## src/rtl/mc_pkg.sv

```systemverilog
// Shared types and encodings for the multi-cycle MIPS processing unit.
// FSM states, opcode/funct constants, ALU operations, instruction fields.
package mc_pkg;

    typedef enum logic [2:0] {
        S_FETCH  = 3'd0,
        S_DECODE = 3'd1,
        S_EXEC   = 3'd2,
        S_MEM    = 3'd3,
        S_WB     = 3'd4,
        S_HALT   = 3'd5
    } state_t;

    localparam logic [5:0] OP_RTYPE = 6'h00;
    localparam logic [5:0] OP_ADDI  = 6'h08;
    localparam logic [5:0] OP_LW    = 6'h23;
    localparam logic [5:0] OP_SW    = 6'h2B;
    localparam logic [5:0] OP_BEQ   = 6'h04;
    localparam logic [5:0] OP_BNE   = 6'h05;
    localparam logic [5:0] OP_J     = 6'h02;
    localparam logic [5:0] OP_JAL   = 6'h03;

    localparam logic [5:0] FN_SLL = 6'h00;
    localparam logic [5:0] FN_SRL = 6'h02;
    localparam logic [5:0] FN_JR  = 6'h08;
    localparam logic [5:0] FN_ADD = 6'h20;
    localparam logic [5:0] FN_SUB = 6'h22;
    localparam logic [5:0] FN_AND = 6'h24;
    localparam logic [5:0] FN_OR  = 6'h25;
    localparam logic [5:0] FN_SLT = 6'h2A;

    typedef enum logic [2:0] {
        ALU_ADD,
        ALU_SUB,
        ALU_AND,
        ALU_OR,
        ALU_SLT,
        ALU_SLL,
        ALU_SRL
    } alu_op_t;

    typedef struct packed {
        logic [5:0] op;
        logic [4:0] rs;
        logic [4:0] rt;
        logic [4:0] rd;
        logic [4:0] shamt;
        logic [5:0] funct;
    } instr_t;

    function automatic logic op_supported(input logic [5:0] op);
        return (op == OP_RTYPE) || (op == OP_ADDI) ||
               (op == OP_LW)    || (op == OP_SW)   ||
               (op == OP_BEQ)   || (op == OP_BNE)  ||
               (op == OP_J)     || (op == OP_JAL);
    endfunction

endpackage

```

## src/rtl/mc_alu.sv

```systemverilog
// Combinational ALU for the multi-cycle MIPS unit.
// 32-bit wrapping arithmetic, signed slt, shifts by shamt on b.
module mc_alu
    import mc_pkg::*;
(
    input  logic [31:0] a,
    input  logic [31:0] b,
    input  logic [4:0]  shamt,
    input  alu_op_t     alu_op,
    output logic [31:0] y
);

    // Select the result for the requested operation.
    always_comb begin
        y = '0;
        unique case (alu_op)
            ALU_ADD: y = a + b;
            ALU_SUB: y = a - b;
            ALU_AND: y = a & b;
            ALU_OR:  y = a | b;
            ALU_SLT: y = ($signed(a) < $signed(b)) ? 32'd1 : 32'd0;
            ALU_SLL: y = b << shamt;
            ALU_SRL: y = b >> shamt;
            default: y = '0;
        endcase
    end

endmodule

```

## src/rtl/mc_process_unit.sv

```systemverilog
// Multi-cycle 32-bit MIPS processing unit with a unified memory port.
// Internal FSM, req/ready wait states, halt detection, debug reads.
module mc_process_unit
    import mc_pkg::*;
#(
    parameter int                ADDR_W   = 32,
    parameter logic [ADDR_W-1:0] RESET_PC = '0,
    parameter logic [5:0]        HALT_OP  = 6'h3F
) (
    input  logic              Clk,
    input  logic              Rst,
    output logic              mem_req,
    output logic              mem_we,
    output logic [ADDR_W-1:0] mem_addr,
    output logic [31:0]       mem_wdata,
    input  logic [31:0]       mem_rdata,
    input  logic              mem_ready,
    output logic              halt,
    output logic [ADDR_W-1:0] pc_debug,
    output logic [31:0]       instruction_debug,
    output logic [2:0]        state_debug,
    input  logic [4:0]        dbg_sel,
    output logic [31:0]       dbg_data
);

    state_t            state;
    state_t            state_nxt;
    logic [ADDR_W-1:0] pc;
    logic [31:0]       ir;
    logic [31:0]       a_reg;
    logic [31:0]       b_reg;
    logic [31:0]       imm;
    logic [31:0]       alu_out;
    logic [31:0]       mdr;
    logic [31:0]       regs [32];

    instr_t            fi;
    logic              is_r, is_addi, is_lw, is_sw;
    logic              is_beq, is_bne, is_j, is_jal;
    logic              fn_alu, fn_jr;
    logic              c_ralu, c_jr, c_rbad, c_mem;
    logic              br_take;
    alu_op_t           alu_op;
    logic [31:0]       alu_b;
    logic [31:0]       alu_y;
    logic [31:0]       pc_ext;
    logic [31:0]       jt;
    logic [31:0]       br_off;

    logic              req;
    logic              we;
    logic [ADDR_W-1:0] addr;
    logic [31:0]       wdata;

    logic              rf_we;
    logic [4:0]        rf_waddr;
    logic [31:0]       rf_wdata;

    assign fi      = instr_t'(ir);
    assign is_r    = fi.op == OP_RTYPE;
    assign is_addi = fi.op == OP_ADDI;
    assign is_lw   = fi.op == OP_LW;
    assign is_sw   = fi.op == OP_SW;
    assign is_beq  = fi.op == OP_BEQ;
    assign is_bne  = fi.op == OP_BNE;
    assign is_j    = fi.op == OP_J;
    assign is_jal  = fi.op == OP_JAL;

    assign fn_jr   = fi.funct == FN_JR;
    assign c_ralu  = is_r && fn_alu;
    assign c_jr    = is_r && fn_jr;
    assign c_rbad  = is_r && !fn_alu && !fn_jr;
    assign c_mem   = is_lw || is_sw;

    assign br_take = (is_beq && (a_reg == b_reg)) ||
                     (is_bne && (a_reg != b_reg));

    assign pc_ext  = 32'(pc);
    assign jt      = {pc_ext[31:28], ir[25:0], 2'b00};
    assign br_off  = imm << 2;
    assign alu_b   = is_r ? b_reg : imm;

    // Map R-type funct onto an ALU op; everything else adds.
    always_comb begin
        alu_op = ALU_ADD;
        fn_alu = 1'b0;
        if (is_r) begin
            unique case (fi.funct)
                FN_ADD: begin alu_op = ALU_ADD; fn_alu = 1'b1; end
                FN_SUB: begin alu_op = ALU_SUB; fn_alu = 1'b1; end
                FN_AND: begin alu_op = ALU_AND; fn_alu = 1'b1; end
                FN_OR:  begin alu_op = ALU_OR;  fn_alu = 1'b1; end
                FN_SLT: begin alu_op = ALU_SLT; fn_alu = 1'b1; end
                FN_SLL: begin alu_op = ALU_SLL; fn_alu = 1'b1; end
                FN_SRL: begin alu_op = ALU_SRL; fn_alu = 1'b1; end
                default: ;
            endcase
        end
    end

    mc_alu u_alu (
        .a      (a_reg),
        .b      (alu_b),
        .shamt  (fi.shamt),
        .alu_op (alu_op),
        .y      (alu_y)
    );

    // FSM state register.
    always_ff @(posedge Clk or posedge Rst) begin
        if (Rst) state <= S_FETCH;
        else     state <= state_nxt;
    end

    // Next state and memory port drive; reset forces the port idle.
    always_comb begin
        state_nxt = state;
        req       = 1'b0;
        we        = 1'b0;
        addr      = '0;
        wdata     = '0;
        unique case (state)
            S_FETCH: begin
                req  = 1'b1;
                addr = pc;
                if (mem_ready) state_nxt = S_DECODE;
            end
            S_DECODE: begin
                if (fi.op == HALT_OP || !op_supported(fi.op))
                    state_nxt = S_HALT;
                else
                    state_nxt = S_EXEC;
            end
            S_EXEC: begin
                unique case (1'b1)
                    c_ralu:  state_nxt = S_WB;
                    c_jr:    state_nxt = S_FETCH;
                    c_rbad:  state_nxt = S_HALT;
                    is_addi: state_nxt = S_WB;
                    c_mem:   state_nxt = S_MEM;
                    default: state_nxt = S_FETCH;
                endcase
            end
            S_MEM: begin
                req   = 1'b1;
                we    = is_sw;
                addr  = alu_out[ADDR_W-1:0];
                wdata = is_sw ? b_reg : 32'd0;
                if (mem_ready) state_nxt = is_sw ? S_FETCH : S_WB;
            end
            S_WB:    state_nxt = S_FETCH;
            S_HALT:  state_nxt = S_HALT;
            default: state_nxt = S_FETCH;
        endcase
        if (Rst) begin
            req   = 1'b0;
            we    = 1'b0;
            addr  = '0;
            wdata = '0;
        end
    end

    // Datapath registers: PC, IR, operand latches, ALU result, MDR.
    always_ff @(posedge Clk or posedge Rst) begin
        if (Rst) begin
            pc      <= RESET_PC;
            ir      <= '0;
            a_reg   <= '0;
            b_reg   <= '0;
            imm     <= '0;
            alu_out <= '0;
            mdr     <= '0;
        end else begin
            unique case (state)
                S_FETCH: begin
                    if (mem_ready) begin
                        ir <= mem_rdata;
                        pc <= pc + ADDR_W'(4);
                    end
                end
                S_DECODE: begin
                    a_reg <= regs[fi.rs];
                    b_reg <= regs[fi.rt];
                    imm   <= {{16{ir[15]}}, ir[15:0]};
                end
                S_EXEC: begin
                    if (c_ralu || is_addi || c_mem) alu_out <= alu_y;
                    if (c_jr)                       pc <= a_reg[ADDR_W-1:0];
                    if (br_take)                    pc <= pc + br_off[ADDR_W-1:0];
                    if (is_j || is_jal)             pc <= jt[ADDR_W-1:0];
                end
                S_MEM: begin
                    if (mem_ready && !is_sw) mdr <= mem_rdata;
                end
                default: ;
            endcase
        end
    end

    // Register file write port: jal link in EXEC, results in WB.
    always_comb begin
        rf_we    = 1'b0;
        rf_waddr = '0;
        rf_wdata = '0;
        if (state == S_EXEC && is_jal) begin
            rf_we    = 1'b1;
            rf_waddr = 5'd31;
            rf_wdata = pc_ext;
        end else if (state == S_WB) begin
            rf_we    = 1'b1;
            rf_waddr = is_r ? fi.rd : fi.rt;
            rf_wdata = is_lw ? mdr : alu_out;
        end
    end

    // Register file storage; $0 is never written.
    always_ff @(posedge Clk or posedge Rst) begin
        if (Rst) begin
            for (int i = 0; i < 32; i++) regs[i] <= '0;
        end else if (rf_we && rf_waddr != 5'd0) begin
            regs[rf_waddr] <= rf_wdata;
        end
    end

    assign mem_req           = req;
    assign mem_we            = we;
    assign mem_addr          = {addr[ADDR_W-1:2], 2'b00};
    assign mem_wdata         = wdata;
    assign halt              = state == S_HALT;
    assign pc_debug          = pc;
    assign instruction_debug = ir;
    assign state_debug       = state;
    assign dbg_data          = (dbg_sel == 5'd0) ? 32'd0 : regs[dbg_sel];

endmodule

```

## config.mk

```make
export PLATFORM = sky130hd
export DESIGN_NAME = mc_process_unit
export DESIGN_NICKNAME = d
export VERILOG_FILES = /design/src/rtl/mc_pkg.sv /design/src/rtl/mc_alu.sv /design/src/rtl/mc_process_unit.sv
export SDC_FILE = /design/constraint.sdc
export NUM_CORES = 2
export LEC_CHECK = 0
export BUFFER_PORTS_ARGS = -buffer_cell sky130_fd_sc_hd__buf_2
export CELL_PAD_IN_SITES_DETAIL_PLACEMENT = 0
export CELL_PAD_IN_SITES_GLOBAL_PLACEMENT = 1
export CORE_MARGIN = 2
export CORE_UTILIZATION = 40
export CTS_CLUSTER_SIZE = 8
export DETAILED_ROUTE_END_ITERATION = 6
export PLACE_DENSITY = 0.62
export SETUP_SLACK_MARGIN = 0.15
export SLEW_MARGIN = 20
export SYNTH_ARGS = -nofsm -noshare
export SYNTH_HDL_FRONTEND = slang
export SYNTH_SLANG_ARGS = --single-unit
```

## constraint.sdc

```tcl
create_clock -name Clk -period 50.3 [get_ports Clk]
set_clock_uncertainty 0.05 [all_clocks]
set_input_delay 5.03 -clock Clk [delete_from_list [all_inputs] [get_ports Clk]]
set_output_delay 5.03 -clock Clk [all_outputs]
set_load 0.01 [all_outputs]
```

==> results.sh <==
export IMPL_fin_crit_sh_pct=28.0
export IMPL_r2r_start="instruction_debug[29]"
export IMPL_r2r_cells=16
export IMPL_clkSinkCount=1235
export IMPL_fin_nets=7397
export IMPL_clk_pin_slew_ns=0.05
export IMPL_postSynthCellCount=7389
export IMPL_dp_hpwl_um=211000
export IMPL_largest_register="regs"
export IMPL_p_switching_w=0.000509
export IMPL_fin_area_um2=89300
export IMPL_rsz0062_at_grt="no"
export IMPL_place_gp_congestion=0.993
export IMPL_static_leakage_power_nw=36.0
export IMPL_synth_top_cells_by_area="dfrtp_1 (38%), mux4_2 (28%), a21oi_1 (4.7%)"
export IMPL_slew_violations=0
export IMPL_p_clk_share_pct=51.7
export IMPL_max_freq_mhz=70.9
export IMPL_avgSynthCellArea_um2=10.9
export IMPL_grt_usage_pct=31.8
export IMPL_grt_pass1_wl_um=472000
export IMPL_drive_gt1_share_pct=25.0
export IMPL_grt_pass1_vias=63000
export IMPL_ir_drop_mv=0.0322
export IMPL_first_iter_violations=7759
export IMPL_post_cts_buffers=0
export IMPL_synth_common_cells="dfrtp_1 (1235), mux4_2 (996), nand2_1 (777)"
export IMPL_die_w_um=453
export IMPL_crit_path_end="dbg_data[20]"
export IMPL_num_rows=164
export IMPL_cp_required_ns=45.22
export IMPL_portBuffers=203
export IMPL_worstPathCellList="buf_8 -> buf_4 -> buf_6 -> mux4_2 -> mux4_2 -> mux2i_1 -> nor2_1 -> buf_2"
export IMPL_largest_register_ffs=1024
export IMPL_drc_errors=0
export IMPL_fillCellCount=18700
export IMPL_slowest_stage="buf_4"
export IMPL_r2r_slack_ns=43.19
export IMPL_fin_util_pct=44.6
export IMPL_ios=206
export IMPL_viasPerCell=6.52
export IMPL_switching_share_pct=23.5
export IMPL_place_area_um2=84300
export IMPL_cts_tree="done"
export IMPL_multi_input_area_um2=46900
export IMPL_syn_area_um2=80600
export IMPL_criticalPathCategory="in -> out"
export IMPL_vias=64700
export IMPL_synth_edf_count=0
export IMPL_yosysUniqueCellTypes=83
export IMPL_cap_violations=0
export IMPL_globalRoute_totalOverflow=0
export IMPL_synthArstFlopShare_pct=100
export IMPL_postRouteWirelength_um=327000
export IMPL_synth_top_area_share_pct=38.3
export IMPL_antenna_found_initial=9
export IMPL_dieArea_um2=205000
export IMPL_cp_max_fo=52
export IMPL_synthFlopType="dfrtp_1"
export IMPL_cp_slowest_stage_delay_ns=0.87
export IMPL_yosys_warnings=0
export IMPL_synth_most_common_cell="dfrtp_1"
export IMPL_regToRegEndpoint="alu_out[0]"
export IMPL_seqPwrFrac_pct=45.8
export IMPL_finalHoldViolations=0
export IMPL_power_density_nw_per_um2=24.3
export IMPL_grt_start_max_net_pins=162
export IMPL_coreArea_um2=200000
export IMPL_cts_hold_buf=0
export IMPL_combinationalPowerShare_pct=2.5
export IMPL_hold_path_class="reg -> reg"
export IMPL_area_growth_pct=10.8
export IMPL_status="finished clean"
export IMPL_start_kind="primary input"
export IMPL_ys_seq_area_share_pct=38.3
export IMPL_setup_violations=0
export IMPL_start_util_pct=40.3
export IMPL_min_period_ns=14.10
export IMPL_cts_buffer_depth=3
export IMPL_internal_power_w=0.00166
export IMPL_ant_nets=0
export IMPL_cts_max_level=4
export IMPL_ys_seq_elements=1235
export IMPL_crit_start="dbg_sel[0]"
export IMPL_cp_arrival_ns=9.02
export IMPL_relSlewSlack_pct=20.2
export IMPL_routedWlPerCell_um=32.9
export IMPL_drtPass1Iterations=6
export IMPL_ctsResizeCount=0
export IMPL_worstMarginPinSlew_ns=1.17
export IMPL_finalSetupTns_ns=0
export IMPL_cp_end_kind="output port"
export IMPL_cts_inserted_buffers=177
export IMPL_insertion_delay_ns=0.86
export IMPL_cts_root_buffer="clkbuf_16"
export IMPL_ff_latch_area_um2=30900
export IMPL_dieHeight_um=453
export IMPL_path_common_cell="mux4_2"
export IMPL_synth_top_area_cell="dfrtp_1"
-- per-stage QoR --
| step | total power, W | instances | setup slack, ns | hold WS (ns) |
|---|---|---|---|---|
| after global placement | 0.00107 | 9697 | 35.96 | 0.348 |
| after detailed placement | 0.00107 | 9697 | 35.84 | 0.353 |
| after floorplan | 0.00105 | 7390 | 10.18 | 0.408 |
| after global routing | 0.00223 | 9922 | 35.92 | 0.380 |
| final | 0.00217 | 9927 | 36.20 | 0.367 |
| after CTS | 0.00219 | 9922 | 35.85 | 0.363 |
-- worst min path at each step --
stage	from	end	slack, ns	depth (start not counted)
2_1_floorplan	regs[1000]	regs[1000]	0.41	1
3_3_place_gp	regs[1018]	regs[1018]	0.35	0
3_5_place_dp	regs[1016]	regs[1016]	0.35	0
4_1_cts	regs[1016]	regs[1016]	0.36	0
5_1_grt	regs[1005]	regs[1005]	0.38	0
6_report	regs[1013]	regs[1013]	0.37	0
-- layout make-up --
cell class | instances | area share [%]
clock inverters | 17 | 0.364
flip-flops and latches | 1235 | 34.7
repair buffers | 415 | 3.06
inverters | 116 | 0.496
multi-input cells | 5275 | 52.5
diodes | 5 | 0.0140
well taps | 2656 | 3.72
clock buffers | 208 | 5.20
-- kinds of logic after synthesis --
group	Yosys count	share of synthesized area, %
compound gates	1890	13.2
buf+inv	880	4.16
xor+xnor	85	0.923
simple gates	1879	9.67
mux	1282	31.5
flops	1235	38.3
fa+ha+maj	137	2.15
other cells	1	0.00465
-- routing by layer --
| metal | routed length, um | part of all wire, % | GRT usage, % |
|---|---|---|---|
| met5 | 46 | 0.014 | 0 |
| met4 | 17500 | 5.4 | 15.1 |
| met3 | 27400 | 8.4 | 5.92 |
| met2 | 147000 | 45 | 48.1 |
| met1 | 135000 | 41 | 44.3 |
-- power by group through the flow --
| stage | clock (W) | sequential (W) | combinational [W] |
|---|---|---|---|
| 2_1_floorplan | 0 | 0.00101 | 0.0000365 |
| 3_3_place_gp | 0 | 0.00101 | 0.0000538 |
| 3_5_place_dp | 0 | 0.00101 | 0.0000550 |
| 4_1_cts | 0.00114 | 0.000995 | 0.0000548 |
| 5_1_grt | 0.00118 | 0.000994 | 0.0000587 |
| 6_report | 0.00112 | 0.000995 | 0.0000533 |
-- worst max-delay path, delay by kind of cell --
family / cells / cell delay (ns)
AND/OR/NAND/NOR: 1 / 0.08
buffers and inverters: 4 / 2.16
multiplexers: 3 / 1.60
-- placed cells by master, fill, tap and decap left out, drive strengths merged, types with 90 or more instances in the layout --
cell type  instances
mux4             996
inv              117
nand2            777
buf              415
nor2             777
ha               134
o21ai            734
dfrtp           1235
mux2i            196
clkbuf           208
a21oi            751
mux2              90
Power figures use the tool's default switching activity.
